## src/rtl/rotating_square.sv

```systemverilog
// rotating_square: one square circling the 4-digit 7-segment display.
// The upper square (a,b,f,g) moves along the top of the digits and the lower
// square (c,d,e,g) moves along the bottom. The square takes one step every
// 2**N enabled clocks. Only one digit is lit at a time, so no multiplexing.

// Free-running prescaler: N-bit up counter that pulses tick at all-ones.
module rotating_square_prescaler #(
    parameter int N = 26
) (
    input  logic clk,
    input  logic rst,
    input  logic en,
    output logic tick
);

    logic [N-1:0] q;

    // Count enabled clocks; hold while paused, clear on reset.
    always_ff @(posedge clk or negedge rst) begin
        if (!rst) begin
            q <= '0;
        end else if (en) begin
            q <= q + N'(1);
        end
    end

    // Tick is qualified by en so a frozen all-ones count never steps.
    assign tick = en & (q == {N{1'b1}});

endmodule

module rotating_square #(
    parameter int N = 26
) (
    input  logic       clk,
    input  logic       rst,
    input  logic       en,
    input  logic       cw,
    output logic [3:0] an,
    output logic [7:0] sseg
);

    localparam logic [7:0] SSEG_UPPER = 8'b1001_1100;
    localparam logic [7:0] SSEG_LOWER = 8'b1010_0011;

    logic       tick;
    logic [2:0] pos;
    logic [1:0] digit;

    rotating_square_prescaler #(
        .N(N)
    ) counter (
        .clk (clk),
        .rst (rst),
        .en  (en),
        .tick(tick)
    );

    // Position around the ring: +1 clockwise, -1 counter-clockwise, mod 8.
    always_ff @(posedge clk or negedge rst) begin
        if (!rst) begin
            pos <= 3'd0;
        end else if (tick) begin
            pos <= cw ? pos + 3'd1 : pos - 3'd1;
        end
    end

    // Decode: positions 0..3 run left->right on top (digit 3..0),
    // positions 4..7 run right->left on the bottom (digit 0..3).
    always_comb begin
        digit = 2'd0;
        an    = 4'b1111;
        sseg  = SSEG_UPPER;
        if (pos[2]) begin
            digit = pos[1:0];
            sseg  = SSEG_LOWER;
        end else begin
            digit = 2'd3 - pos[1:0];
            sseg  = SSEG_UPPER;
        end
        an = ~(4'b0001 << digit);
    end

endmodule

```

## config.mk

```make
export PLATFORM = sky130hd
export DESIGN_NAME = rotating_square
export DESIGN_NICKNAME = d
export VERILOG_FILES = /design/src/rtl/rotating_square.sv
export SDC_FILE = /design/constraint.sdc
export NUM_CORES = 1
export LEC_CHECK = 0
export ABC_AREA = 1
export CAP_MARGIN = 20
export CORE_MARGIN = 2
export CORE_UTILIZATION = 30
export DETAILED_ROUTE_END_ITERATION = 10
export PLACE_DENSITY = 0.56
export SKIP_LAST_GASP = 1
export SLEW_MARGIN = 5
export SYNTH_ARGS = -nofsm -noshare
export SYNTH_HDL_FRONTEND = slang
export SYNTH_SLANG_ARGS = --single-unit
```

## constraint.sdc

```tcl
create_clock -name clk -period 2.3 [get_ports clk]
set_input_delay 0.69 -clock clk [delete_from_list [all_inputs] [get_ports clk]]
set_output_delay 0.69 -clock clk [all_outputs]
set_load 0.01 [all_outputs]
```

==> impl_metrics.yaml <==
finish:
  layout.cells.non_filler: 292
  fin_area_mm2: 0.00202
  drive_above_1_share_pct: 15.5
  fin_nets: 226
  area_delta_synth_final_pct: 17.2
  num_antenna_cells: 0
pwr:
  switching_power_w: 0.000361
  seq_power_share_pct: 51.3
  switching_share_pct: 28.9
  clkPwrFrac_pct: 33.9
  power.internal_w: 0.000887
  comb_power_share_pct: 14.8
  p_leak_nw: 1.04
  irDropWorstVdd_uv: 266
  p_per_area_mw_per_mm2: 619
route:
  finalWirelength_mm: 2.94
  final_antenna_net_count: 0
  dr_total_vias: 1211
  drc: 0
  routedWlPerCell_um: 10.1
  viasPerCell: 4.15
  dr.pass1.iters: 4
  drt_first_iter_violations: 41
logic_synthesis:
  synth-seq-cells: 29
  synth.area.top_cells: "dfrtp_1 (42%), nand2_1 (14%), xor2_1 (7.6%)"
  ys_types: 23
  synthTopCellsByCount: "nand2_1 (65), dfrtp_1 (29), nor2_1 (20)"
  ys_warn_count: 0
  synthCells: 205
  ys_async_sr_fraction_pct: 100
  yosysSeqAreaShare_pct: 42.2
  ys.flop_type: "dfrtp_1"
  synthDominantCellAreaShare_pct: 42.2
  synth.most_common_cell: "nand2_1"
  synth_nets: 211
  syn_area_mm2: 0.00172
  synth_edf_count: 0
  yosysTopAreaCell: "dfrtp_1"
  avgSynthCellArea_um2: 8.39
place:
  dpl_cell_area_mm2: 0.00190
  port_buffers: 13
  placed_cells: 284
  place_congestion: 0.772
  hpwl_mm: 2.21
global_route:
  grt_first_pass_wirelength_mm: 5.35
  grt_max_degree: 30
  grtUsageMet1_pct: 14.5
  grtUsageMet2_pct: 16.5
  antenna_found_initial: 0
  busiest_layer: "met2"
  grt_usage_pct: 11.0
  grt.met3_usage_pct: 2.71
  grt_pass1_vias: 1228
  grt_overflow: 0
worst_setup_path:
  path_max_fanout: 6
  worst_setup_path_end_kind: "output port"
  crit_type: "reg -> out"
  critPathRequiredTime_ns: 1.61
  crit_slowest_cell: "clkdlybuf4s50_1"
  critPathMaxStageDelay_ns: 0.54
  worstSetupStartpointType: "flop"
  cp.arrival_ns: 1.53
  worstPathCellList: "buf_4 > inv_1 > clkdlybuf4s50_1"
sta:
  hold_viol_final: 0
  fmax_ghz: 0.450
  skew_ns: 0.00109
  setup_violations: 0
  rsz0062_at_grt: "false"
  tns_ns: 0
  period_needed_ns: 2.22
  slew_viol_final: 0
  fin_crit_sh_pct: 96.6
cts:
  cts_root_buffer: "clkbuf_8"
  clk_pin_slew_worst_paths_ns: 0.06
  clk_latency_ns: 0.28
  cts.sinks: 29
  holdBufCountCts: 0
  cts_max_level: 2
  cts_tree: "done"
  numCtsBuffers: 5
  clockBufferDepth: 2
floorplan:
  coreArea_mm2: 0.00551
  die_h_um: 79.7
  dieArea_mm2: 0.00636
  fp-row-count: 27
  die_w_um: 79.7
  ios: 16
  start_util_pct: 31.2
outcome:
  outcome: "completed"
min_path:
  hold_class: "reg -> reg"
flow_run:
  cap_violations: 0
-- registers in the layout (all words and copies together) (netlist names) --
| register | count |
|---|---|
| pos | 3 |
| counter.q | 26 |
-- critical path, delay by kind of cell (launching register included) --
kind / cells / cell delay [ns]
buffers and inverters: 3 / 0.81
DFF: 1 / 0.44
-- area by class of cell --
| type | count | area [um^2] |
|---|---|---|
| fillers | 567 | 3490 |
| inverters | 19 | 71.3 |
| flip-flops and latches | 29 | 729 |
| multi-input cells | 149 | 878 |
| clock buffers | 7 | 86.3 |
| well taps | 72 | 90.1 |
| repair buffers | 16 | 160 |
-- path summary, 6_finish.rpt --
| path | start | depth (start not counted) | slack [ns] | endpoint |
|---|---|---|---|---|
| worst max-delay path | pos[2] | 3 | 0.08 | sseg[2] |
| worst min-delay path | counter.q[14] | 1 | 0.49 | counter.q[14] |
| worst max register to register | counter.q[0] | 8 | 0.85 | counter.q[22] |
| worst min register to register | counter.q[14] | 1 | 0.49 | counter.q[14] |
| max in group asynchronous | rst | 2 | 1.19 | pos[2] |
| min in group asynchronous | rst | 2 | 0.80 | pos[1] |
-- power groups by stage --
stage / sequential (W) / clock [W] / combinational, W
floorplan: 0.000635 / 0 / 0.000156
detailed placement: 0.000648 / 0 / 0.000190
global route: 0.000649 / 0.000466 / 0.000211
CTS: 0.000639 / 0.000440 / 0.000190
global placement: 0.000647 / 0 / 0.000188
finish: 0.000640 / 0.000423 / 0.000185
-- cell families (layout without fill, tap and decap cells) --
kind of cell | count (synthesis) | in the layout | synth area share, %
other | 2 | 2 | 0.437
AND/OR/NAND/NOR | 124 | 124 | 37.2
AO/OA/AOI/OAI | 1 | 1 | 0.291
XOR/XNOR | 19 | 19 | 9.67
buffers and inverters | 27 | 42 | 7.64
multiplexers | 1 | 1 | 0.654
flip-flops | 29 | 29 | 42.2
adder cells (fa/ha/maj) | 2 | 2 | 1.89
-- per-stage QoR --
stage	power (W)	utilization [%]	setup slack, ns	hold slack, ns
after floorplan	0.000792	-	0.723	0.394
after global placement	0.000835	34.4	0.194	0.478
after detailed placement	0.000838	34.4	0.183	0.483
after CTS	0.00127	36.4	0.0128	0.491
after global routing	0.00133	36.6	0.0312	0.519
final	0.00125	36.6	0.0793	0.486
-- cells in the final DEF, fill, tap and decap left out --
master,count
clkbuf_1,1
dfrtp_1,26
nor2_1,20
nand2_2,5
nand2_4,2
nor2_2,3
xnor2_1,4
nor2_4,4
dfrtp_2,3
nand3b_1,7
nand4_1,4
xor2_2,2
mux2_2,1
nand3_1,6
nand3_2,2
inv_1,19
clkdlybuf4s50_1,10
fa_1,1
nor2_8,3
and2_1,1
conb_1,2
buf_4,3
clkbuf_8,6
dlymetal6s2s_1,3
ha_1,1
nor3_1,2
a21oi_1,1
xor2_1,13
nand2_1,65
-- per-layer routing --
layer	share of wire, %	vias to the layer above	wire (um)
li1	-	644	-
met2	44	13	1290
met4	1.9	0	57
met5	0	-	0
met3	3.6	5	106
met1	51	549	1490
-- repair_timing --
item,CTS,global route
setup buffers,1,0
pin swaps,0,2
gates resized for setup,4,4
setup endpoints to repair,3,3
Power figures use the tool's default switching activity.
